File: src/rtl/exe_alu_stage.sv
// ============================================================================
// Module   : exe_alu_stage
// Purpose  : EXE-stage ALU, NZCV status register and EXE/MEM output register.
//            An iterative multiplier is added when ALU_MUL_EN is defined.
// Revision : 1.0
// ============================================================================
`default_nettype none

module exe_alu_stage #(
  parameter int DW = 32,
  parameter int RW = 4
) (
  input  logic          clk,
  input  logic          rst_n,
  input  logic          flush,
  input  logic          in_valid,
  output logic          in_ready,
  input  logic [3:0]    exe_cmd,
  input  logic          s_bit,
  input  logic [DW-1:0] val1,
  input  logic [DW-1:0] val2,
  input  logic [RW-1:0] dest_in,
  input  logic [2:0]    ctl_in,
  output logic          out_valid,
  input  logic          out_ready,
  output logic [DW-1:0] alu_res,
  output logic [RW-1:0] dest_out,
  output logic [2:0]    ctl_out,
  output logic [3:0]    status
);

  localparam logic [3:0] c_op_mov = 4'b0001;
  localparam logic [3:0] c_op_add = 4'b0010;
  localparam logic [3:0] c_op_adc = 4'b0011;
  localparam logic [3:0] c_op_sub = 4'b0100;
  localparam logic [3:0] c_op_sbc = 4'b0101;
  localparam logic [3:0] c_op_and = 4'b0110;
  localparam logic [3:0] c_op_orr = 4'b0111;
  localparam logic [3:0] c_op_eor = 4'b1000;
  localparam logic [3:0] c_op_mvn = 4'b1001;

  logic          r_out_valid;
  logic [DW-1:0] r_alu_res;
  logic [RW-1:0] r_dest;
  logic [2:0]    r_ctl;
  logic [3:0]    r_status;

  logic          w_free;
  logic          w_idle;
  logic          w_accept;
  logic          w_alu_load;
  logic          w_mul_go;
  logic          w_mul_load;
  logic [DW-1:0] w_mul_res;
  logic [RW-1:0] w_mul_dest;
  logic [2:0]    w_mul_ctl;
  logic          w_mul_s;

  logic [DW:0]   w_wide;
  logic [DW-1:0] w_res;
  logic          w_upd;
  logic          w_c;
  logic          w_v;

  assign w_free     = ~r_out_valid | out_ready;
  assign in_ready   = w_free & w_idle;
  assign w_accept   = in_valid & in_ready & ~flush;
  assign w_alu_load = w_accept & ~w_mul_go;

  // Carry and overflow default to the held flags so logic ops leave them alone.
  always_comb begin
    w_wide = '0;
    w_res  = '0;
    w_upd  = 1'b1;
    w_c    = r_status[1];
    w_v    = r_status[0];
    case (exe_cmd)
      c_op_mov: w_res = val2;
      c_op_mvn: w_res = ~val2;
      c_op_and: w_res = val1 & val2;
      c_op_orr: w_res = val1 | val2;
      c_op_eor: w_res = val1 ^ val2;
      c_op_add, c_op_adc: begin
        w_wide = {1'b0, val1} + {1'b0, val2}
               + {{DW{1'b0}}, (exe_cmd == c_op_adc) & r_status[1]};
        w_res  = w_wide[DW-1:0];
        w_c    = w_wide[DW];
        w_v    = (val1[DW-1] == val2[DW-1]) & (w_res[DW-1] != val1[DW-1]);
      end
      c_op_sub, c_op_sbc: begin
        w_wide = {1'b0, val1} - {1'b0, val2}
               - {{DW{1'b0}}, (exe_cmd == c_op_sbc) & ~r_status[1]};
        w_res  = w_wide[DW-1:0];
        w_c    = ~w_wide[DW];
        w_v    = (val1[DW-1] != val2[DW-1]) & (w_res[DW-1] != val1[DW-1]);
      end
      default: w_upd = 1'b0;
    endcase
  end

`ifdef ALU_MUL_EN
  localparam logic [3:0] c_op_mul = 4'b1010;

  typedef enum logic [1:0] {
    S_IDLE = 2'd0,
    S_MUL  = 2'd1,
    S_WAIT = 2'd2
  } state_t;

  state_t        r_state;
  logic [DW-1:0] r_mcand;
  logic [DW-1:0] r_mplier;
  logic [DW-1:0] r_prod;
  logic [4:0]    r_cnt;
  logic [RW-1:0] r_mdest;
  logic [2:0]    r_mctl;
  logic          r_ms;

  assign w_idle     = (r_state == S_IDLE);
  assign w_mul_go   = w_accept & (exe_cmd == c_op_mul);
  assign w_mul_load = (r_state == S_WAIT) & w_free & ~flush;
  assign w_mul_res  = r_prod;
  assign w_mul_dest = r_mdest;
  assign w_mul_ctl  = r_mctl;
  assign w_mul_s    = r_ms;

  // Shift-add: one multiplier bit per cycle, 32 cycles, then wait for the output slot.
  always_ff @(posedge clk or negedge rst_n) begin
    if (!rst_n) begin
      r_state  <= S_IDLE;
      r_mcand  <= '0;
      r_mplier <= '0;
      r_prod   <= '0;
      r_cnt    <= '0;
      r_mdest  <= '0;
      r_mctl   <= '0;
      r_ms     <= 1'b0;
    end else if (flush) begin
      r_state <= S_IDLE;
    end else begin
      case (r_state)
        S_IDLE: begin
          if (w_mul_go) begin
            r_state  <= S_MUL;
            r_mcand  <= val1;
            r_mplier <= val2;
            r_prod   <= '0;
            r_cnt    <= '0;
            r_mdest  <= dest_in;
            r_mctl   <= ctl_in;
            r_ms     <= s_bit;
          end
        end
        S_MUL: begin
          if (r_mplier[0]) r_prod <= r_prod + r_mcand;
          r_mcand  <= r_mcand << 1;
          r_mplier <= r_mplier >> 1;
          r_cnt    <= r_cnt + 5'd1;
          if (r_cnt == 5'd31) r_state <= S_WAIT;
        end
        S_WAIT: begin
          if (w_free) r_state <= S_IDLE;
        end
        default: r_state <= S_IDLE;
      endcase
    end
  end
`else
  assign w_idle     = 1'b1;
  assign w_mul_go   = 1'b0;
  assign w_mul_load = 1'b0;
  assign w_mul_res  = '0;
  assign w_mul_dest = '0;
  assign w_mul_ctl  = '0;
  assign w_mul_s    = 1'b0;
`endif

  always_ff @(posedge clk or negedge rst_n) begin
    if (!rst_n) begin
      r_out_valid <= 1'b0;
      r_alu_res   <= '0;
      r_dest      <= '0;
      r_ctl       <= '0;
      r_status    <= '0;
    end else if (flush) begin
      r_out_valid <= 1'b0;
    end else if (w_alu_load) begin
      r_out_valid <= 1'b1;
      r_alu_res   <= w_res;
      r_dest      <= dest_in;
      r_ctl       <= ctl_in;
      if (s_bit && w_upd) r_status <= {w_res[DW-1], (w_res == '0), w_c, w_v};
    end else if (w_mul_load) begin
      r_out_valid <= 1'b1;
      r_alu_res   <= w_mul_res;
      r_dest      <= w_mul_dest;
      r_ctl       <= w_mul_ctl;
      if (w_mul_s) r_status <= {w_mul_res[DW-1], (w_mul_res == '0), r_status[1:0]};
    end else if (out_ready) begin
      r_out_valid <= 1'b0;
    end
  end

  assign out_valid = r_out_valid;
  assign alu_res   = r_alu_res;
  assign dest_out  = r_dest;
  assign ctl_out   = r_ctl;
  assign status    = r_status;

endmodule

`default_nettype wire

File: config.mk
export PLATFORM = sky130hd
export DESIGN_NAME = exe_alu_stage
export DESIGN_NICKNAME = d
export VERILOG_FILES = /design/src/rtl/exe_alu_stage.sv
export SDC_FILE = /design/constraint.sdc
export NUM_CORES = 1
export LEC_CHECK = 0
export BUFFER_PORTS_ARGS = -buffer_cell sky130_fd_sc_hd__buf_2
export CAP_MARGIN = 5
export CORE_MARGIN = 1.5
export CORE_UTILIZATION = 45
export CTS_CLUSTER_DIAMETER = 100
export DETAILED_ROUTE_END_ITERATION = 10
export PLACE_DENSITY = 0.69
export SLEW_MARGIN = 20
export SYNTH_ARGS = -nofsm -noshare
export SYNTH_HDL_FRONTEND = slang
export SYNTH_SLANG_ARGS = --single-unit
export TNS_END_PERCENT = 20
File: constraint.sdc
create_clock -name clk -period 7.73 [get_ports clk]
set_input_delay 1.1595 -clock clk [delete_from_list [all_inputs] [get_ports clk]]
set_output_delay 1.1595 -clock clk [all_outputs]
set_load 0.02 [all_outputs]
* Word-level counts from Yosys, hierarchy flattened *
Index checks and enable logic that the tools add are counted.

storage, ports and cells
  output and inout port bits = 45
  flip-flop bits (word level) = 44

cells by class
  equal/unequal tests = 13
  reduce and logical (&&, ||, !) cells = 10
  add/sub/neg operators = 4
  bitwise logic cells = 15
  multiplexer cells = 7

operator list
  operator                                        count
  case mux 32 bit (7 select lines)                1
  adder 32 x 32 -> 33 bit                         1
  adder 33 x 1 -> 33 bit                          1
  subtractor 32 x 32 -> 33 bit                    1
  subtractor 33 x 1 -> 33 bit                     1
  bitwise AND 32 bit                              1
  logical NOT 32 bit                              1
  inverter 32 bit                                 1
  OR 32 bit                                       1
  bitwise XOR 32 bit                              1
  == test 4 x 3 -> 1 bit (second input constant)  4
  OR reduction 9 bit                              1
  == test 4 x 2 -> 1 bit (second input constant)  2
  == test 4 bit (second input constant)           2
  bitwise AND 1 bit                               6
  == test 4 x 1 -> 1 bit (second input constant)  1
  2-to-1 mux 1 bit                                4
  inverter 1 bit                                  4
  case mux 1 bit (2 select lines)                 2
  AND reduction 4 bit                             1
  OR reduction 2 bit                              2
  != test 1 bit                                   3
  AND reduction 3 bit                             1
  nonzero test 3 bit                              1
  5 further kinds                                 5

* Longest topological paths before layout *
  depth after elaboration = 6
  depth in mapped cells = 22

* Worst setup path after synthesis *
OpenSTA, ideal clock, no wires.

  path type = input to register
  from = in exe_cmd[1]
  to = reg r_status[2], in the netlist status[2]
  library setup time = 0.064 ns
  path buffers = 3
  slack = 1.880 ns
  required time = 7.666 ns
  stages = 22
  data arrival time = 5.786 ns
  cells stage by stage = clkbuf_1 -> nor2b_1 -> nand2_1 -> clkbuf_1 -> clkbuf_1 -> nor3b_1 -> fa_1 -> inv_1 -> ha_1 -> nor2_1 -> fa_1 -> nor3b_1 -> o21ai_2 -> nand4_1 -> o21ai_0 -> a31oi_1 -> o31ai_1 -> mux2i_1 -> a311o_1 -> or4_1 -> nor4_2 -> a21o_1

on the way
  cells in the longest elaborated chain, start to end = 5

RTL lines
  item                                                                          RTL line  source
  start, declared                                                               18        input logic [3:0] exe_cmd,
  == test 4 x 3 -> 1 bit (tied with other cells)                                77, 92
  bitwise AND 1 bit (tied with other cells)                                     92        - {{DW{1'b0}}, (exe_cmd == c_op_sbc) & ~r_status[1]};
  subtractor 33 x 1 -> 33 bit (tied with other cells)                           92
  case mux 32 bit (7 select lines) / logical AND 1 bit (equally long branches)  77, 192
  logical NOT 32 bit / AND reduction 3 bit (equally long branches)              n/a
  end signal, assigned                                                          192       if (s_bit && w_upd) r_status <= {w_res[DW-1], (w_res == '0), w_c, w_v};
  end signal, assigned                                                          198       if (w_mul_s) r_status <= {w_mul_res[DW-1], (w_mul_res == '0), r_status[1:0]};
  end, declared                                                                 46        logic [3:0] r_status;

Parallel ways exist; a longest one is shown, timed or not.
A chain may end at the register's enable or synchronous reset.

* Worst setup path in the final report *
  from = in exe_cmd[2]
  to = reg r_status[2], in the netlist status[2]

The elaborated chain is that of the path after synthesis.

==> qor.txt <==
STATUS
------------------------------------------------------------------------------------
Result of the run ..................................................... finished clean

FLOORPLANNING
------------------------------------------------------------------------------------
Area of the die .......................................................   0.0191 mm2
Area of the core ......................................................   0.0180 mm2
Initial Utilization ...................................................        0.459
Number of placement rows ..............................................           49
Number of top-level pins ..............................................          126
Die Width .............................................................       138 um
DIE HEIGHT ............................................................       138 um

RUN
------------------------------------------------------------------------------------
Max-capacitance violation count .......................................            0

TIMING
------------------------------------------------------------------------------------
Worst Max-Slew Pin Slew ...............................................      1060 ps
Final Max Slew Viols ..................................................            0
Worst max-slew margin expressed relative to the limit .................        0.290
Final setup skew ......................................................      9.54 ps
Worst hold slack across all endpoints .................................       497 ps
Sum Neg Setup Slack ...................................................         0 ps
Final period util .....................................................        0.785
Highest clock frequency the design can meet ...........................      165 MHz
Setup repair after global routing missed its margin ...................        false
Number of hold-slack violations in the final timing report ............            0
Final setup violation count ...........................................            0
Final critical path time including I/O delays and setup ...............      6070 ps

WORST SETUP PATH
------------------------------------------------------------------------------------
Data arrival time of the critical path ................................      6310 ps
Start point of the critical path ......................................   exe_cmd[2]
Crit Path Class .......................................................    in -> reg
Worst setup path endpoint ............................................. status[2]$_DFFE_PN0P_
Critical-path maximum fanout ..........................................           17
Type of origin of the critical path ...................................    input pin
Setup slack, reg-to-reg ...............................................      2760 ps
Count of cells along the worst register-to-register path ..............           17
Required time of the critical path ....................................      7970 ps
Crit Reg-Reg Startpoint ............................................... status[1]$_DFFE_PN0P_
Capturing point of the worst reg2reg path ............................. status[2]$_DFFE_PN0P_
Nature of the critical path endpoint ..................................    flip-flop

FINISH
------------------------------------------------------------------------------------
Final design instance area without fill ...............................  0.00915 mm2
Area growth from synthesis to layout ..................................        11.1%
Layout cells sized above 1 ............................................        0.152
N_diodes ..............................................................            0
Final-stage net count .................................................         1405
Number of inserted filler cells in the final layout ...................         1837

DRT
------------------------------------------------------------------------------------
Post-DRT Antenna Nets .................................................            0
# DRC .................................................................            0
Number of vias per cell ...............................................         6.18
Wirelength, routed ....................................................     28200 um
Number of DRC markers in iteration 0 ..................................          718
Number of optimization iterations in the first detailed-route pass ....            5
Routed via count ......................................................         8803
WL per Instance .......................................................      19.8 um

SYNTH
------------------------------------------------------------------------------------
Synth top area cells .................................................. ha_1, dfrtp_1, a21oi_1, inv_1, o21ai_0
Ys Warns ..............................................................            0
Syn Inst Count ........................................................         1120
Top-area cell type share of the netlist area ..........................        0.191
Number of library cell types mapped by synthesis ......................           63
Flops & latches, synth ................................................           44
Largest area contributor in the netlist ...............................         ha_1
Post-synth top cells .................................................. ha_1, inv_1, a21oi_1
Most frequently used cell type in the post-synthesis netlist ..........         ha_1
Dominant synthesized flop cell ........................................      dfrtp_1
Number of enable flip-flop cells after synthesis ......................            0
Sequential share of the synthesized area ..............................        0.134
Cell area after synthesis .............................................  0.00824 mm2
Share of flip-flops with an asynchronous set or reset after synthesis .         1.00
Syn Area/Cell .........................................................     7.36 um2
Number of nets produced by synthesis ..................................         1331

PLACE
------------------------------------------------------------------------------------
Total of buffers placed on input and output ports .....................          125
Cell area after placement .............................................  0.00897 mm2
RePlAce Congestion ....................................................        0.998
Final HPWL DP .........................................................     21500 um

CTS
------------------------------------------------------------------------------------
Clock tree from TritonCTS .............................................        built
Master cell of the clock root buffer ..................................    clkbuf_16
Number of clock sinks .................................................           44
Post-cts repair resize count ..........................................            0
Maximum count of clock buffers along a single path ....................            2
Clock network latency to the later pin of the worst-skew pair .........       300 ps
Clock transition at the registers of the reported paths ...............        70 ps
Total CTS buffers .....................................................            5
H-tree Lvls ...........................................................            2
# Post-CTS Setup Buffers ..............................................            0
Number of hold buffers added after CTS ................................            0

GLOBAL ROUTING
------------------------------------------------------------------------------------
Via count of the first global-routing pass ............................         8415
Met1 Use GR ...........................................................        0.374
Layer carrying the most global-route usage ............................         met2
Maximum number of pins on one net before global-route repair ..........           74
Total track usage .....................................................        0.288
Number of antenna violations at the first check in global routing .....            0
Met2 track utilization from global routing ............................        0.477
Met3 Resource Use GR ..................................................       0.0350
Overall overflow remaining after global route .........................            0
Global-route wire length before repair ................................     44800 um

POWER
------------------------------------------------------------------------------------
Total Power Consumption ...............................................    0.00136 W
Largest voltage drop on the vdd net ...................................       109 uV
Pwr per Cell Area .....................................................   149 mW/mm2
Static leakage ........................................................      4.35 nW

WORST HOLD PATH
------------------------------------------------------------------------------------
HP Class ..............................................................   reg -> reg

worst min path at each step:
stage / from / endpoint / slack, ps / cells past startpoint
finish: status[0]$_DFFE_PN0P_ / status[0]$_DFFE_PN0P_ / 500 / 2
global route: alu_res[27]$_DFFE_PN0P_ / alu_res[27]$_DFFE_PN0P_ / 510 / 1
CTS: status[2]$_DFFE_PN0P_ / status[2]$_DFFE_PN0P_ / 500 / 1
detailed placement: status[2]$_DFFE_PN0P_ / status[2]$_DFFE_PN0P_ / 480 / 1
global placement: status[0]$_DFFE_PN0P_ / status[0]$_DFFE_PN0P_ / 470 / 2
floorplan: status[0]$_DFFE_PN0P_ / status[0]$_DFFE_PN0P_ / 580 / 2
registers in the layout, indices dropped and copies added (netlist names):
name	flops
alu_res	32
ctl_out	3
status	4
out_valid	1
dest_out	4
per-layer routing:
metal  up-vias  share of wire
met5         -              0
met4         0          0.047
met3        92          0.058
met2       370           0.46
met1      4147           0.43
li1       4194              -
worst max-delay path, stage by stage:
cell and delay [ps]:
buf_2 250, nor2b_1 300, nand2_1 120, nor3b_1 250, fa_1 470, inv_1 70, ha_1 150, nor2_1 60
fa_1 440, nor3b_1 190, o21ai_2 270, nand4_1 150, o21ai_0 380, a31oi_1 350, o31ai_1 490, mux2i_1 160
a311o_1 370, or4_1 420, nor4_2 140, a21o_1 100
per-stage QoR:
stage          instances  utilization  worst slack, ps
2_1_floorplan       1120            -             1880
3_3_place_gp        1416        0.499             1730
3_5_place_dp        1416        0.499             1540
4_1_cts             1424        0.509             1790
5_1_grt             1424        0.509             1300
6_report            1424        0.509             1660
report_power, final:
group | switching (W) | internal [W] | total [W]
combinational | 0.000496 | 0.000296 | 0.000792
clock | 0.000103 | 0.000162 | 0.000265
sequential | 0.0000291 | 0.000278 | 0.000307
total | 0.000628 | 0.000737 | 0.00136
logic make-up (layout without fill, tap and decap cells):
| logic type | count (synthesis) | in the layout | share of synthesized area |
|---|---|---|---|
| AND/OR/NAND/NOR | 299 | 299 | 0.178 |
| adder cells (fa/ha/maj) | 130 | 130 | 0.201 |
| buffers and inverters | 179 | 254 | 0.0820 |
| XOR/XNOR | 63 | 63 | 0.0670 |
| flip-flops | 44 | 44 | 0.134 |
| AO/OA/AOI/OAI | 365 | 365 | 0.285 |
| multiplexers | 40 | 40 | 0.0527 |
cells in the final DEF (no fill, tap or decap), types with 6 or more instances in the layout:
cell        n
a211o_1    11
a211oi_1   17
a21o_1     26
a21oi_1    90
a221o_1     6
a221oi_1   11
a22oi_1     8
a31oi_1    19
and2_1      7
and3_1      7
buf_2     124
buf_4      10
dfrtp_1    44
ha_1      126
inv_1     112
mux2_2     27
mux2i_1    13
nand2_1    79
nand2b_1    8
nand3_1    26
nand3b_1   10
nand4_1    20
nor2_1     77
nor2b_1     6
nor3_1     20
nor4_1      7
o211ai_1   12
o21a_1     13
o21ai_0    83
o22ai_1    23
or3_1      11
xnor2_1    40
xor2_1     23
area by class of cell:
type / instances / area [um2] / area share
Sequential cell: 44 / 1100 / 0.120
Tap cell: 229 / 287 / 0.0313
Timing Repair Buffer: 134 / 696 / 0.0760
Inverter: 112 / 420 / 0.0459
Multi-Input combinational cell: 897 / 6470 / 0.707
Clock inverter: 2 / 38.8 / 0.00424
Clock buffer: 6 / 139 / 0.0152
No activity file was read; power rests on OpenSTA's default activity.
